==> src/rtl/note_sequence_ctrl.sv <==
// note_sequence_ctrl
// Sequences the music note detector and turns its raw note_out into a
// melody event stream. On start, and again after every silence, it pulses
// the detector reset. It accepts a note only after the note has been seen
// on several consecutive waveform edges. It measures each note's length in
// waveform edges and queues note and silence events in a small FIFO.
//
// Ports
//   clk, reset          50 MHz clock, asynchronous active-high reset
//   waveform            raw square wave (asynchronous, synchronised here)
//   det_note[2:0]       detector note_out (0=Sa .. 7=high Sa)
//   det_reset           detector reset, high ARM_CYC cycles while arming
//   start, stop         one-cycle capture control pulses
//   busy                high whenever the controller is not idle
//   evt_valid/evt_ready event stream handshake
//   evt_note, evt_silence, evt_dur   head event fields (zero when empty)
//   overflow            sticky; an event was dropped because the FIFO was full
//   state_dbg[2:0]      current controller state, for observation
//
// Handshake: the head event is transferred on every clock edge where
// evt_valid and evt_ready are both high. evt_valid never depends on
// evt_ready. While evt_valid is high and evt_ready is low, the head event
// holds its value.
module note_sequence_ctrl #(
  parameter int STABLE_EDGES = 4,
  parameter int SILENCE_CYC  = 16384,
  parameter int ARM_CYC      = 4,
  parameter int FIFO_DEPTH   = 8,
  parameter int DUR_W        = 16
) (
  input  logic             clk,
  input  logic             reset,
  input  logic             waveform,
  input  logic [2:0]       det_note,
  output logic             det_reset,
  input  logic             start,
  input  logic             stop,
  output logic             busy,
  output logic             evt_valid,
  input  logic             evt_ready,
  output logic [2:0]       evt_note,
  output logic             evt_silence,
  output logic [DUR_W-1:0] evt_dur,
  output logic             overflow,
  output logic [2:0]       state_dbg
);
  localparam int TW = $clog2(SILENCE_CYC + 1);
  localparam int PW = $clog2(STABLE_EDGES + 1);
  localparam int AW = (ARM_CYC > 1) ? $clog2(ARM_CYC) : 1;
  localparam int FW = $clog2(FIFO_DEPTH);
  localparam int EW = 3 + 1 + DUR_W;

  localparam logic [TW-1:0]    TIMEOUT_P = TW'(SILENCE_CYC);
  localparam logic [PW-1:0]    STABLE_P  = PW'(STABLE_EDGES);
  localparam logic [AW-1:0]    ARM_LAST  = AW'(ARM_CYC - 1);
  localparam logic [DUR_W-1:0] STABLE_D  = DUR_W'(STABLE_EDGES);

  typedef enum logic [2:0] {
    S_IDLE   = 3'd0,
    S_ARM    = 3'd1,
    S_LISTEN = 3'd2,
    S_TRACK  = 3'd3,
    S_FLUSH  = 3'd4
  } state_t;

  state_t state, state_n;

  // Waveform synchroniser; wave_prev holds the previous synchronised value.
  logic wave_s1, wave_s2, wave_prev, wave_edge;
  always_ff @(posedge clk or posedge reset) begin
    if (reset) begin
      wave_s1   <= 1'b0;
      wave_s2   <= 1'b0;
      wave_prev <= 1'b0;
    end else begin
      wave_s1   <= waveform;
      wave_s2   <= wave_s1;
      wave_prev <= wave_s2;
    end
  end
  assign wave_edge = wave_s2 ^ wave_prev;

  // Silence timer: cycles since the last edge. It saturates at the timeout
  // value, so timeout stays asserted until the next edge arrives.
  logic [TW-1:0] timer;
  logic          timeout;
  always_ff @(posedge clk or posedge reset) begin
    if (reset)                           timer <= '0;
    else if (wave_edge || state == S_ARM) timer <= '0;
    else if (timer != TIMEOUT_P)         timer <= timer + 1'b1;
  end
  assign timeout = (timer == TIMEOUT_P);

  // Controller registers
  logic [2:0]       cand, cand_n, cur, cur_n;
  logic [PW-1:0]    pc, pc_n;
  logic [DUR_W-1:0] cnt, cnt_n, cnt_inc, dur_sw;
  logic [AW-1:0]    arm_cnt, arm_n;
  logic             push, ovf_clr;
  logic [EW-1:0]    push_data;

  always_ff @(posedge clk or posedge reset) begin
    if (reset) begin
      state   <= S_IDLE;
      cand    <= '0;
      cur     <= '0;
      pc      <= '0;
      cnt     <= '0;
      arm_cnt <= '0;
    end else begin
      state   <= state_n;
      cand    <= cand_n;
      cur     <= cur_n;
      pc      <= pc_n;
      cnt     <= cnt_n;
      arm_cnt <= arm_n;
    end
  end

  assign cnt_inc = (cnt == '1) ? cnt : cnt + 1'b1;
  // A note closed by a switch gets the edges before the new note's qualifying
  // run. Once the count saturates, the true length is unknown, so the
  // duration is reported as all-ones.
  assign dur_sw  = (cnt_inc == '1) ? '1 : cnt_inc - STABLE_D;

  always_comb begin
    state_n   = state;
    cand_n    = cand;
    cur_n     = cur;
    pc_n      = pc;
    cnt_n     = cnt;
    arm_n     = arm_cnt;
    push      = 1'b0;
    push_data = '0;
    ovf_clr   = 1'b0;
    case (state)
      S_IDLE: begin
        if (start) begin
          state_n = S_ARM;
          arm_n   = '0;
          ovf_clr = 1'b1;
        end
      end
      S_ARM: begin
        cand_n = '0;
        pc_n   = '0;
        cnt_n  = '0;
        if (stop)                     state_n = S_IDLE;
        else if (arm_cnt == ARM_LAST) state_n = S_LISTEN;
        else                          arm_n   = arm_cnt + 1'b1;
      end
      S_LISTEN: begin
        if (stop) begin
          state_n = S_IDLE;
        end else if (wave_edge) begin
          if (det_note == cand) begin
            pc_n = pc + 1'b1;
          end else begin
            cand_n = det_note;
            pc_n   = PW'(1);
          end
          if (pc_n == STABLE_P) begin
            state_n = S_TRACK;
            cur_n   = cand_n;
            cnt_n   = STABLE_D;
            pc_n    = '0;
          end
        end else if (timeout) begin
          cand_n = '0;
          pc_n   = '0;
        end
      end
      S_TRACK: begin
        if (stop) begin
          push      = 1'b1;
          push_data = {cur, 1'b0, cnt};
          state_n   = S_IDLE;
        end else if (timeout) begin
          push      = 1'b1;
          push_data = {cur, 1'b0, cnt};
          state_n   = S_FLUSH;
        end else if (wave_edge) begin
          cnt_n = cnt_inc;
          // pc counts the current run of a note that differs from cur;
          // any return to cur abandons that run.
          if (det_note == cur) begin
            pc_n = '0;
          end else if (det_note == cand && pc != '0) begin
            pc_n = pc + 1'b1;
          end else begin
            cand_n = det_note;
            pc_n   = PW'(1);
          end
          if (pc_n == STABLE_P) begin
            push      = 1'b1;
            push_data = {cur, 1'b0, dur_sw};
            cur_n     = cand_n;
            cnt_n     = STABLE_D;
            pc_n      = '0;
          end
        end
      end
      S_FLUSH: begin
        if (stop) begin
          state_n = S_IDLE;
        end else begin
          push      = 1'b1;
          push_data = {3'd0, 1'b1, {DUR_W{1'b0}}};
          state_n   = S_ARM;
          arm_n     = '0;
        end
      end
      default: state_n = S_IDLE;
    endcase
  end

  // Event FIFO: first-word-fall-through. The pointers carry one extra wrap
  // bit so the FIFO can tell full from empty.
  logic [EW-1:0] mem [FIFO_DEPTH];
  logic [FW:0]   wr_ptr, rd_ptr;
  logic          empty, full, pop, wr_en;
  logic [EW-1:0] head;

  assign empty = (wr_ptr == rd_ptr);
  assign full  = (wr_ptr[FW] != rd_ptr[FW]) && (wr_ptr[FW-1:0] == rd_ptr[FW-1:0]);
  assign pop   = !empty && evt_ready;
  // A pop in the same cycle frees the slot, so a push into a full FIFO
  // still succeeds when the consumer is reading.
  assign wr_en = push && (!full || pop);

  always_ff @(posedge clk) begin
    if (wr_en) mem[wr_ptr[FW-1:0]] <= push_data;
  end

  always_ff @(posedge clk or posedge reset) begin
    if (reset) begin
      wr_ptr   <= '0;
      rd_ptr   <= '0;
      overflow <= 1'b0;
    end else begin
      if (wr_en) wr_ptr <= wr_ptr + 1'b1;
      if (pop)   rd_ptr <= rd_ptr + 1'b1;
      if (ovf_clr)              overflow <= 1'b0;
      else if (push && !wr_en)  overflow <= 1'b1;
    end
  end

  assign head      = mem[rd_ptr[FW-1:0]];
  assign evt_valid = !empty;
  // Head fields read as zero while the FIFO is empty, so the outputs are
  // all zero after reset, even though the storage itself is never cleared.
  assign {evt_note, evt_silence, evt_dur} = evt_valid ? head : '0;

  assign det_reset = (state == S_ARM);
  assign busy      = (state != S_IDLE);
  assign state_dbg = state;

endmodule
==> config.mk <==
export PLATFORM = sky130hd
export DESIGN_NAME = note_sequence_ctrl
export DESIGN_NICKNAME = d
export VERILOG_FILES = /design/src/rtl/note_sequence_ctrl.sv
export SDC_FILE = /design/constraint.sdc
export NUM_CORES = 1
export LEC_CHECK = 0
export BUFFER_PORTS_ARGS = -buffer_cell sky130_fd_sc_hd__buf_2
export CORE_MARGIN = 2
export CORE_UTILIZATION = 55
export CTS_CLUSTER_SIZE = 40
export DETAILED_ROUTE_END_ITERATION = 8
export PLACE_DENSITY = 0.75
export SLEW_MARGIN = 20
export SYNTH_ARGS = -nofsm -noshare
export SYNTH_HDL_FRONTEND = slang
export SYNTH_SLANG_ARGS = --single-unit
==> constraint.sdc <==
create_clock -name clk -period 5.75 [get_ports clk]
set_clock_uncertainty 0.1 [all_clocks]
set_input_delay 0.575 -clock clk [delete_from_list [all_inputs] [get_ports clk]]
set_output_delay 0.575 -clock clk [all_outputs]
set_load 0.03 [all_outputs]
==> qor.log, run 1 <==
INFO  run_status     outcome=finished clean
INFO  timing         max_slew.worst_pin.slew=0.998ns
INFO  setup_path     critical_path_arrival=3.96ns
INFO  yosys          netlist.top_cell.by_area=sky130_fd_sc_hd__edfxtp_1
INFO  die            io_pins=36
INFO  clock_network  cts_max_path_buffers=3
INFO  timing         totalNegativeSetupSlack=0ns
INFO  finish         synthToLayoutAreaGrowth=11.0%
INFO  die            floorplan.die_area=19700um2
INFO  routing        post-route-drc-count=0
INFO  finish         num_antenna_cells=0
INFO  yosys          synthesis.area_per_instance=13.5um2
INFO  clock_network  cts_root_buf=sky130_fd_sc_hd__clkbuf_16
INFO  yosys          syn-instance-count=761
INFO  global_route   via_count_of_the_first_global_routing_pass=6573
INFO  yosys          yosysWarningCount=0
INFO  placed_design  dp.final_hpwl=14100um
INFO  timing         min_period_over_period=0.680
INFO  min_path       hold_depth=1
INFO  timing         setup_repair_after_global_routing_missed_its_margin=no
INFO  routing        vias_per_cell=6.26
INFO  die            placeableCoreArea=18100um2
INFO  clock_network  cts.htree.levels=1
INFO  yosys          yosys-top-cells-area=sky130_fd_sc_hd__edfxtp_1 47%, sky130_fd_sc_hd__dfrtp_1 14%, sky130_fd_sc_hd__mux4_2 8.8%, sky130_fd_sc_hd__mux2i_1 2.5%, sky130_fd_sc_hd__nor2_1 2.2%
INFO  yosys          post_synthesis_net_count=779
INFO  global_route   grt_antenna_before_repair=0
INFO  clock_network  cts.hold.buffers_added=0
INFO  routing        drt-initial-drc-count=447
INFO  clock_network  cts_num_sinks=217
INFO  timing         max-slew-margin-rel=0.328
INFO  global_route   wire_length_of_the_first_global_routing_pass=35200um
INFO  yosys          postSynthRegisterBits=217
INFO  clock_network  cts-buffers-inserted=22
INFO  timing         maxClockFrequency=0.256GHz
INFO  placed_design  final_replace_weighted_congestion=0.930
INFO  setup_path     critical_path_class=register to register
INFO  die            die_w=141um
INFO  clock_network  clock_insertion_delay_worst_skew=0.50ns
INFO  setup_path     timing.critical_path.to_type=register
INFO  yosys          synth_edf_count=160
INFO  yosys          sequential_element_share_of_the_synthesized_area=0.608
INFO  yosys          synthArstFlopShare=0.263
INFO  pwr            p_per_area=436nW/um2
INFO  yosys          syn-cell-area=10300um2
INFO  clock_network  cts_post_setup_buffers_inserted=0
INFO  placed_design  portBuffers=35
INFO  routing        vias=6482
INFO  yosys          top_area_cell_type_share_of_the_netlist_area=0.469
INFO  global_route   total_routing_resource_utilization_after_global_routing=0.226
INFO  die            die-height=141um
INFO  min_path       hp-start=waveform
INFO  global_route   globalRoute.totalOverflow=0
INFO  setup_path     reg2reg_slack=1.84ns
INFO  setup_path     worstSetupStartpointType=register
INFO  clock_network  cts_tree=built
INFO  die            fp-row-count=49
INFO  timing         period_minus_slack=3.91ns
INFO  yosys          synth.distinct_cells=72
INFO  setup_path     crit-reg2reg-capture=mem[2][7]
INFO  timing         setup_viol_count_final=0
INFO  finish         finish.net_count=808
INFO  global_route   grt_start_max_net_pins=58
INFO  timing         hold_viol_final=0
INFO  flow_run       max-cap-violations=0
INFO  setup_path     r2r_cells=7
INFO  routing        totalWireLength=21800um
INFO  clock_network  path_clk_slew=0.06ns
INFO  timing         final_max_slew_viol_count=0
INFO  routing        drtPass1Iterations=8
INFO  pwr            vdd_drop_max=0.349mV
INFO  routing        routedWlPerCell=21.0um
INFO  setup_path     crit_required=5.80ns
INFO  pwr            p_leak=0.00433uW
INFO  yosys          synth_ff_type=sky130_fd_sc_hd__edfxtp_1
INFO  routing        ant_nets=0
INFO  min_path       hold_path_end=wave_s1
INFO  die            start_util=0.565
INFO  min_path       holdCritPathClass=input port to register
INFO  setup_path     critical_path_peak_fanout=14
INFO  finish         layout-drive-gt1-share=0.182
INFO  finish         finish.instance_area=11400um2
INFO  clock_network  cts-resized-gates=0
INFO  placed_design  placed_area=10700um2
INFO  setup_path     r2r-start=cnt[0]
-- placed cells by master (no fill, tap or decap), types with 10 or more instances in the layout --
| cell | synthesis | routed |
|---|---|---|
| sky130_fd_sc_hd__a21oi_1 | 27 | 27 |
| sky130_fd_sc_hd__buf_2 | 6 | 35 |
| sky130_fd_sc_hd__buf_4 | 7 | 12 |
| sky130_fd_sc_hd__clkbuf_1 | 24 | 10 |
| sky130_fd_sc_hd__clkbuf_16 | 0 | 23 |
| sky130_fd_sc_hd__dfrtp_1 | 57 | 56 |
| sky130_fd_sc_hd__edfxtp_1 | 160 | 160 |
| sky130_fd_sc_hd__inv_1 | 25 | 24 |
| sky130_fd_sc_hd__mux2i_1 | 26 | 26 |
| sky130_fd_sc_hd__mux4_2 | 40 | 40 |
| sky130_fd_sc_hd__nand2_1 | 54 | 54 |
| sky130_fd_sc_hd__nand3_1 | 28 | 28 |
| sky130_fd_sc_hd__nand4_1 | 14 | 14 |
| sky130_fd_sc_hd__nor2_1 | 60 | 60 |
| sky130_fd_sc_hd__nor3_1 | 13 | 11 |
| sky130_fd_sc_hd__o21ai_0 | 26 | 26 |
| sky130_fd_sc_hd__o21ai_1 | 10 | 10 |
| sky130_fd_sc_hd__xnor2_1 | 24 | 24 |
| sky130_fd_sc_hd__xor2_1 | 18 | 18 |
-- layer usage --
layer  track usage  wire length, um  vias up
li1              -                -     2960
met1         0.310             9350     3257
met2         0.385            10700      228
met3        0.0308             1200       37
met4        0.0621              480        0
met5             0                0        -
-- power breakdown --
part | switching [uW] | internal (uW) | leakage, uW | total [uW]
Combinational | 1020 | 609 | 0.00160 | 1630
Clock | 542 | 852 | 0.000344 | 1390
Sequential | 135 | 1810 | 0.00239 | 1940
Total | 1690 | 3270 | 0.00433 | 4960
-- Yosys cell counts, drive strengths merged, types with 2 or more instances --
cell type / number
edfxtp: 160
xor2: 18
o2111ai: 2
a22o: 2
dfrtp: 57
o21bai: 2
mux4: 40
and4: 4
nor2b: 4
or3: 9
or2: 3
xnor2: 24
a21oi: 28
a31oi: 7
o22a: 3
nand3: 31
clkbuf: 24
mux2i: 26
a221oi: 2
a41oi: 2
a311oi: 2
nor3b: 3
buf: 18
nand4: 15
inv: 25
mux2: 2
a21o: 5
or4: 3
and3: 10
nand2: 55
nor2: 60
o21a: 5
and2: 6
o21ai: 37
o41ai: 5
o31ai: 4
nand2b: 4
a211o: 3
nor4b: 3
ha: 9
nand4b: 2
nor4: 11
nor3: 13
-- worst max-delay path, stage by stage, from the launching register on --
cell and delay (ns):
sky130_fd_sc_hd__dfrtp_1 0.57, sky130_fd_sc_hd__ha_1 0.42, sky130_fd_sc_hd__nand4_1 0.28, sky130_fd_sc_hd__o41ai_1 0.46, sky130_fd_sc_hd__mux2i_1 0.53, sky130_fd_sc_hd__nand3_4 0.22
sky130_fd_sc_hd__xnor2_1 0.17, sky130_fd_sc_hd__o21ai_0 0.80
-- state kept, by name (all words and copies together) (netlist names) --
| name | count |
|---|---|
| cnt | 16 |
| state_dbg | 3 |
| cur | 3 |
| wave_s2 | 1 |
| mem | 160 |
| cand | 3 |
| timer | 15 |
| overflow | 1 |
| wave_s1 | 1 |
| wave_prev | 1 |
| rd_ptr | 4 |
| arm_cnt | 2 |
| pc | 3 |
| wr_ptr | 4 |
-- stage by stage --
step | hold WS (ns) | std cells | utilization | power [uW] | setup WS [ns]
6_report | 0.0842 | 1035 | 0.627 | 4960 | 1.84
5_1_grt | 0.0677 | 1035 | 0.627 | 5220 | 1.57
4_1_cts | 0.0676 | 1035 | 0.627 | 5000 | 1.94
3_5_place_dp | 0.265 | 995 | 0.587 | 3610 | 1.98
3_3_place_gp | 0.271 | 995 | 0.587 | 3570 | 2.11
2_1_floorplan | 0.231 | 761 | - | 3190 | 1.43
-- cell type report --
type | instances | area (um2)
Timing Repair Buffer | 47 | 265
Clock buffer | 35 | 641
Fill cell | 1352 | 6770
Multi-Input combinational cell | 476 | 3780
Clock inverter | 5 | 76.3
Sequential cell | 217 | 6230
Inverter | 26 | 97.6
Tap cell | 229 | 287
-- how the worst max path moves through the flow --
stage,to,start,cells past startpoint
after CTS,mem[3][10],cnt[0],12
after global placement,mem[0][10],cnt[0],12
after floorplan,mem[2][0],state_dbg[0],6
final,mem[2][7],cnt[0],7
after detailed placement,mem[3][10],cnt[0],12
after global routing,mem[4][10],cnt[0],12
-- cells by family (layout without fill, tap and decap cells) --
family,after synthesis,in the layout,share of synthesized area
simple gates,238,238,0.124
xor+xnor,42,42,0.0359
mux,68,68,0.115
compound gates,119,119,0.0779
fa+ha+maj,9,9,0.0110
flops,217,217,0.608
buf+inv,68,113,0.0282
No activity file was read; power rests on OpenSTA's default activity.
==> run 2, diff against run 1 <==
==> constraint.sdc (replaced) <==
create_clock -name clk -period 4 [get_ports clk]
set_clock_uncertainty 0.1 [all_clocks]
set_input_delay 0.4 -clock clk [delete_from_list [all_inputs] [get_ports clk]]
set_output_delay 0.4 -clock clk [all_outputs]
set_load 0.03 [all_outputs]
==> run 2 against run 1 <==
  * Final cell count grew 1.4%
  * First-iteration DRC count increased by 50%
  * Fmax increased by 7.3%
  * Sequential power rose by 45%
  * Clock-buffer cell count fell by 5
  * Clock power is 45% higher
  * Non-clock buffer count increased by 14
  * Critical path depth increased by 5
  * Power rose by 45%
  * Highest routed layer unchanged
==> qor.log, run 2 (synthesis gave the netlist of run 1 again) <==
INFO  timing         maxClockFrequency=0.275GHz [was 0.256 GHz]
INFO  setup_path     critical_path_peak_fanout=14 [unchanged]
INFO  timing         max-slew-margin-rel=0.279 [was 0.328]
INFO  timing         final_max_slew_viol_count=0 [unchanged]
INFO  flow_run       max-cap-violations=0 [unchanged]
INFO  finish         largest_register_ff_count=160 [unchanged]
INFO  finish         finish.instance_area=11500um2 [was 11400 um2]
INFO  placed_design  portBuffers=35 [unchanged]
INFO  setup_path     family_of_cells_with_the_greatest_summed_delay_on_the_critical_path=simple AND/OR/NAND/NOR gates [was compound AO/OA/AOI/OAI gates]
INFO  routing        vias=6484 [was 6482]
INFO  clock_network  path_clk_slew=0.06ns [about the same]
INFO  timing         max_slew.worst_pin.slew=1.08ns [was 0.998 ns]
INFO  setup_path     worstSetupStartpointType=register [unchanged]
INFO  global_route   total_routing_resource_utilization_after_global_routing=0.229 [was 0.226]
INFO  setup_path     crit_required=4.11ns [was 5.80 ns]
INFO  die            io_pins=36 [unchanged]
INFO  timing         setup_viol_count_final=0 [unchanged]
INFO  routing        routedWlPerCell=21.1um [was 21.0 um]
INFO  finish         layout_commonest_cell=sky130_fd_sc_hd__edfxtp_1 [unchanged]
INFO  timing         holdWs=0.0676ns [was 0.0842 ns]
INFO  clock_network  clock_insertion_delay_worst_skew=0.50ns [about the same]
INFO  clock_network  cts_root_buf=sky130_fd_sc_hd__clkbuf_16 [unchanged]
INFO  die            floorplan.die_area=19700um2 [unchanged]
INFO  routing        drtPass1Iterations=5 [was 8]
INFO  timing         hold_viol_final=0 [unchanged]
INFO  clock_network  cts-resized-gates=0 [unchanged]
INFO  pwr            p_leak=0.00440uW [was 0.00433 uW]
INFO  finish         layout-drive-gt1-share=0.195 [was 0.182]
INFO  setup_path     timing.critical_path.to_type=register [unchanged]
INFO  setup_path     worst_path_largest_cell_delay=0.64ns [was 0.80 ns]
INFO  timing         min_period_over_period=0.910 [was 0.680]
INFO  die            fp-row-count=49 [unchanged]
INFO  die            start_util=0.565 [unchanged]
INFO  clock_network  cts_post_setup_buffers_inserted=0 [unchanged]
INFO  setup_path     cp.buffers_inverters=1 [was 0]
INFO  finish         synthToLayoutAreaGrowth=12.1% [was 11.0%]
INFO  routing        vias_per_cell=6.18 [was 6.26]
INFO  clock_network  cts_num_sinks=217 [unchanged]
INFO  setup_path     timing.critical_path.mode_cell=sky130_fd_sc_hd__nand4_1
INFO  pwr            p_per_area=625nW/um2 [was 436 nW/um2]
INFO  min_path       holdCritPathClass=input port to register [unchanged]
INFO  finish         num_antenna_cells=0 [unchanged]
INFO  die            die-height=141um [unchanged]
INFO  clock_network  cts_max_path_buffers=3 [unchanged]
INFO  placed_design  placed_area=10800um2 [was 10700 um2]
INFO  run_status     outcome=finished clean [unchanged]
INFO  global_route   globalRoute.totalOverflow=0 [unchanged]
INFO  routing        post-route-drc-count=0 [unchanged]
INFO  placed_design  final_replace_weighted_congestion=0.979 [was 0.930]
INFO  pwr            vdd_drop_max=0.602mV [was 0.349 mV]
INFO  global_route   wire_length_of_the_first_global_routing_pass=35200um [about the same]
INFO  setup_path     crit_chain=ha_1 -> nand4_1 -> or4_1 -> nand4_1 -> xor2_1 -> inv_1 -> ha_1 -> o2111ai_1 -> nor4_1 -> nand4_1 -> a21oi_1 -> a211o_1 [was ha_1 -> nand4_1 -> o41ai_1 -> mux2i_1 -> nand3_4 -> xnor2_1 -> o21ai_0]
INFO  finish         most_frequent_cells_in_the_layout=160 x sky130_fd_sc_hd__edfxtp_1, 60 x sky130_fd_sc_hd__nor2_1, 56 x sky130_fd_sc_hd__dfrtp_1 [unchanged]
INFO  global_route   grt_start_max_net_pins=44 [was 58]
INFO  routing        drt-initial-drc-count=672 [was 447]
INFO  timing         setup_repair_after_global_routing_missed_its_margin=no [unchanged]
INFO  setup_path     critical_path_class=register to register [unchanged]
INFO  clock_network  cts.htree.levels=1 [unchanged]
INFO  clock_network  cts_tree=built [unchanged]
INFO  setup_path     crit_path_top_delay_cell=sky130_fd_sc_hd__or4_1 [was sky130_fd_sc_hd__o21ai_0]
INFO  finish         finish.net_count=823 [was 808]
INFO  die            placeableCoreArea=18100um2 [unchanged]
INFO  timing         period_minus_slack=3.64ns [was 3.91 ns]
INFO  placed_design  dp.final_hpwl=14200um [was 14100 um]
INFO  global_route   via_count_of_the_first_global_routing_pass=6383 [was 6573]
INFO  die            die_w=141um [unchanged]
INFO  clock_network  cts-buffers-inserted=23 [was 22]
INFO  setup_path     critical_path_arrival=3.75ns [was 3.96 ns]
INFO  routing        ant_nets=0 [unchanged]
INFO  global_route   grt_antenna_before_repair=0 [unchanged]
INFO  routing        totalWireLength=22200um [was 21800 um]
==> run 2: cell count changes in the layout (fill, tap and decap cells not counted), sizes merged <==
cell | before | now
clkbuf | 35 | 30
clkinvlp | 1 | 2
buf | 47 | 59
clkinv | 3 | 7
dlygate4sd3 | 0 | 2
==> run 2: worst paths after layout <==
kind / startpoint / endpoint / slack (ns) / cells after the start
worst min register to register: wave_s1 / wave_s2 / 0.25 / 0
min in group asynchronous: reset / wave_s2 / 0.45 / 3
max in group asynchronous: reset / cnt[11] / 2.51 / 4
worst max-delay path: cnt[0] / mem[1][10] / 0.36 / 12
worst max register to register: cnt[0] / mem[1][10] / 0.36 / 12
worst min-delay path: start / overflow / 0.07 / 2
==> run 2: per-stage QoR <==
stage	setup slack, ns	cells	setup TNS, ns	total power [uW]	utilization
3_3_place_gp	0.560	1007	0	5160	0.593
2_1_floorplan	-0.323	761	-15.01	4590	-
6_report	0.359	1049	0	7180	0.633
3_5_place_dp	0.463	1007	0	5220	0.593
4_1_cts	0.435	1049	0	7240	0.633
5_1_grt	0.0499	1049	0	7540	0.633
==> run 2: metal layers <==
layer / share of wire / vias up / track usage
met4: 0.035 / 0 / 0.0789
met5: 0 / - / 0
met1: 0.44 / 3250 / 0.321
met3: 0.054 / 44 / 0.0308
met2: 0.48 / 206 / 0.375
li1: - / 2984 / -
==> run 2: timing repair <==
item / 4_1_cts / 5_1_grt
hold buffers: 2 / 0
hold endpoints to repair: 30 / 0
endpoints found under the setup margin: 0 / 0
==> run 2: final cells by class <==
class	count	area, um2
well taps	229	287
multi-input cells	476	3770
clock buffers	30	612
flip-flops and latches	217	6230
inverters	26	97.6
clock inverters	10	105
repair buffers	61	388
fillers	1380	6650
==> run 2: power breakdown <==
group          internal, uW  switching [uW]
combinational           901            1460
clock                  1200             811
sequential             2600             206
total                  4710            2480
==> run 2: worst register-to-register path, stage by stage (launching register included) <==
cell and delay (ns):
sky130_fd_sc_hd__dfrtp_1 0.55, sky130_fd_sc_hd__ha_1 0.23, sky130_fd_sc_hd__nand4_1 0.26, sky130_fd_sc_hd__or4_1 0.64, sky130_fd_sc_hd__nand4_1 0.18, sky130_fd_sc_hd__xor2_1 0.25
sky130_fd_sc_hd__inv_1 0.07, sky130_fd_sc_hd__ha_1 0.19, sky130_fd_sc_hd__o2111ai_1 0.10, sky130_fd_sc_hd__nor4_1 0.07, sky130_fd_sc_hd__nand4_1 0.22, sky130_fd_sc_hd__a21oi_1 0.10
sky130_fd_sc_hd__a211o_1 0.38
==> run 3, diff against run 2 <==
--- a/config.mk
+++ b/config.mk
@@ -11,6 +11,7 @@
 export CTS_CLUSTER_SIZE = 40
 export DETAILED_ROUTE_END_ITERATION = 8
 export PLACE_DENSITY = 0.75
+export REMOVE_ABC_BUFFERS = 1
 export SLEW_MARGIN = 20
 export SYNTH_ARGS = -nofsm -noshare
 export SYNTH_HDL_FRONTEND = slang
==> run 3 against run 2 <==
  * Worst setup slack got worse by 0.067 ns
  * Critical path type unchanged
  * Flip-flop and latch count unchanged
  * Fmax decreased by 1.8%
  * Clock-buffer cell count decreased by 2
==> qor.log, run 3 (synthesis gave the netlist of run 1 again) <==
INFO  run_status     outcome=finished clean [unchanged]
INFO  routing        drtPass1Iterations=4 [was 5]
INFO  die            start_util=0.565 [unchanged]
INFO  pwr            power.share.combinational=0.332 [was 0.329]
INFO  timing         hold_viol_final=0 [unchanged]
INFO  pwr            total_power=7350uW [was 7180 uW]
INFO  pwr            p_leak=0.00446uW [was 0.00440 uW]
INFO  timing         max_slew.worst_pin.slew=0.846ns [was 1.08 ns]
INFO  finish         most_frequent_cells_in_the_layout=160 x sky130_fd_sc_hd__edfxtp_1, 60 x sky130_fd_sc_hd__nor2_1, 55 x sky130_fd_sc_hd__dfrtp_1 [was 160 x sky130_fd_sc_hd__edfxtp_1, 60 x sky130_fd_sc_hd__nor2_1, 56 x sky130_fd_sc_hd__dfrtp_1]
INFO  timing         final_max_slew_viol_count=0 [unchanged]
INFO  placed_design  dp.final_hpwl=14800um [was 14200 um]
INFO  die            fp-row-count=49 [unchanged]
INFO  clock_network  cts_root_buf=sky130_fd_sc_hd__clkbuf_16 [unchanged]
INFO  pwr            seq_power_share=0.378 [was 0.391]
INFO  clock_network  clock_insertion_delay_worst_skew=0.52ns [was 0.50 ns]
INFO  flow_run       max-cap-violations=0 [unchanged]
INFO  routing        routedWlPerCell=21.6um [was 21.1 um]
INFO  clock_network  cts_post_setup_buffers_inserted=0 [unchanged]
INFO  global_route   grt_start_max_net_pins=44 [unchanged]
INFO  timing         period_minus_slack=3.71ns [was 3.64 ns]
INFO  pwr            power.clock.fraction=0.289 [was 0.280]
INFO  routing        vias=6612 [was 6484]
INFO  routing        drt-initial-drc-count=557 [was 672]
INFO  timing         maxClockFrequency=0.270GHz [was 0.275 GHz]
INFO  die            io_pins=36 [unchanged]
INFO  global_route   globalRoute.totalOverflow=0 [unchanged]
INFO  placed_design  portBuffers=35 [unchanged]
INFO  finish         finish.net_count=830 [was 823]
INFO  global_route   grt_antenna_before_repair=0 [unchanged]
INFO  finish         fillCellCount=1299 [was 1380]
INFO  finish         largest_register_ff_count=160 [unchanged]
INFO  setup_path     critical_path_class=register to register [unchanged]
INFO  finish         layout_commonest_cell=sky130_fd_sc_hd__edfxtp_1 [unchanged]
INFO  die            die-height=141um [unchanged]
INFO  timing         max-slew-margin-rel=0.436 [was 0.279]
INFO  clock_network  cts.htree.levels=1 [unchanged]
INFO  timing         setup_viol_count_final=0 [unchanged]
INFO  setup_path     critical_path_peak_fanout=11 [was 14]
INFO  clock_network  cts_max_path_buffers=3 [unchanged]
INFO  timing         setup_repair_after_global_routing_missed_its_margin=no [unchanged]
INFO  timing         min_period_over_period=0.927 [was 0.910]
INFO  finish         num_antenna_cells=0 [unchanged]
INFO  setup_path     critical_path_arrival=3.82ns [was 3.75 ns]
INFO  clock_network  path_clk_slew=0.06ns [about the same]
INFO  routing        post-route-drc-count=0 [unchanged]
INFO  global_route   wire_length_of_the_first_global_routing_pass=36400um [was 35200 um]
INFO  setup_path     worstSetupStartpointType=register [unchanged]
INFO  global_route   total_routing_resource_utilization_after_global_routing=0.234 [was 0.229]
INFO  global_route   via_count_of_the_first_global_routing_pass=6617 [was 6383]
INFO  pwr            cellInternalPower=4770uW [was 4710 uW]
INFO  die            die_w=141um [unchanged]
INFO  placed_design  final_replace_weighted_congestion=0.915 [was 0.979]
INFO  routing        ant_nets=0 [unchanged]
INFO  pwr            power.switching=2580uW [was 2480 uW]
INFO  setup_path     crit_required=4.11ns [about the same]
INFO  pwr            p_per_area=632nW/um2 [was 625 nW/um2]
INFO  pwr            vdd_drop_max=0.368mV [was 0.602 mV]
INFO  die            floorplan.die_area=19700um2 [unchanged]
INFO  clock_network  cts_num_sinks=217 [unchanged]
INFO  setup_path     timing.critical_path.to_type=register [unchanged]
INFO  min_path       holdCritPathClass=input port to register [unchanged]
INFO  routing        vias_per_cell=6.25 [was 6.18]
INFO  finish         synthToLayoutAreaGrowth=13.5% [was 12.1%]
INFO  clock_network  cts-buffers-inserted=23 [unchanged]
INFO  die            placeableCoreArea=18100um2 [unchanged]
INFO  finish         layout-drive-gt1-share=0.210 [was 0.195]
INFO  clock_network  cts_tree=built [unchanged]
INFO  pwr            netSwitchingFraction=0.351 [was 0.345]
INFO  timing         totalNegativeSetupSlack=0ns [unchanged]
INFO  routing        totalWireLength=22800um [was 22200 um]
==> run 3: cell count changes in the layout (fill, tap and decap cells not counted), sizes merged <==
cell         change
clkbuf           -2
dlygate4sd3      +1
clkinv           +1
buf              +6
inv              +2
clkinvlp         +1
==> run 3: worst paths after layout <==
path	from	endpoint	slack, ns	cells past startpoint
max in group asynchronous	reset	timer[9]	2.55	4
hold reg to reg	wave_s1	wave_s2	0.25	0
min in group asynchronous	reset	cnt[0]	0.43	3
setup / recovery	cnt[1]	mem[7][10]	0.29	12
hold / removal	det_note[1]	cand[1]	0.09	2
setup reg to reg	cnt[1]	mem[7][10]	0.29	12
==> run 3: layout make-up <==
class	count	area, um2	share of cell area
repair buffers	68	468	0.0402
inverters	26	97.6	0.00839
multi-input cells	476	3770	0.324
well taps	229	287	0.0246
flip-flops and latches	217	6230	0.536
clock buffers	28	624	0.0537
clock inverters	14	146	0.0126
==> run 3: timing repair <==
action / 4_1_cts / 5_1_grt
endpoints found under the setup margin: 0 / 4
hold endpoints to repair: 31 / 0
resized for setup: 0 / 1
hold buffers: 3 / 0
==> run 3: through the flow <==
step	hold WS [ns]	instance area, um2	util	setup WS (ns)	std cells
2_1_floorplan	0.231	10100	-	-0.998	719
6_report	0.0931	11600	0.641	0.292	1058
3_3_place_gp	0.236	10800	0.597	0.491	1013
5_1_grt	0.0989	11600	0.641	0.00720	1058
3_5_place_dp	0.239	10800	0.597	0.388	1013
4_1_cts	0.0754	11600	0.641	0.330	1058
==> run 3: worst max-delay path: stages (launching register included) <==
cell,delay (ns)
sky130_fd_sc_hd__dfrtp_1,0.53
sky130_fd_sc_hd__ha_1,0.43
sky130_fd_sc_hd__nand4_1,0.19
sky130_fd_sc_hd__or4_1,0.61
sky130_fd_sc_hd__nand4_1,0.18
sky130_fd_sc_hd__xor2_1,0.22
sky130_fd_sc_hd__inv_1,0.09
sky130_fd_sc_hd__ha_1,0.20
sky130_fd_sc_hd__o2111ai_1,0.10
sky130_fd_sc_hd__nor4_1,0.07
sky130_fd_sc_hd__nand4_1,0.22
sky130_fd_sc_hd__a21oi_1,0.10
sky130_fd_sc_hd__a211o_1,0.37
==> run 3: routing by layer <==
| layer | part of all wire | GRT usage | up-vias |
|---|---|---|---|
| met4 | 0.016 | 0.0547 | 0 |
| met3 | 0.061 | 0.0277 | 33 |
| met2 | 0.49 | 0.389 | 229 |
| met5 | 0 | 0 | - |
| li1 | - | - | 3001 |
| met1 | 0.44 | 0.338 | 3349 |
==> run 3: power by group through the flow <==
stage                     registers (uW)  clock network, uW  logic [uW]
after global routing                2800               2240        2650
after floorplan                     3000                  0        1540
after global placement              2800                  0        2380
after detailed placement            2820                  0        2440
after CTS                           2780               2160        2460
final                               2780               2130        2440
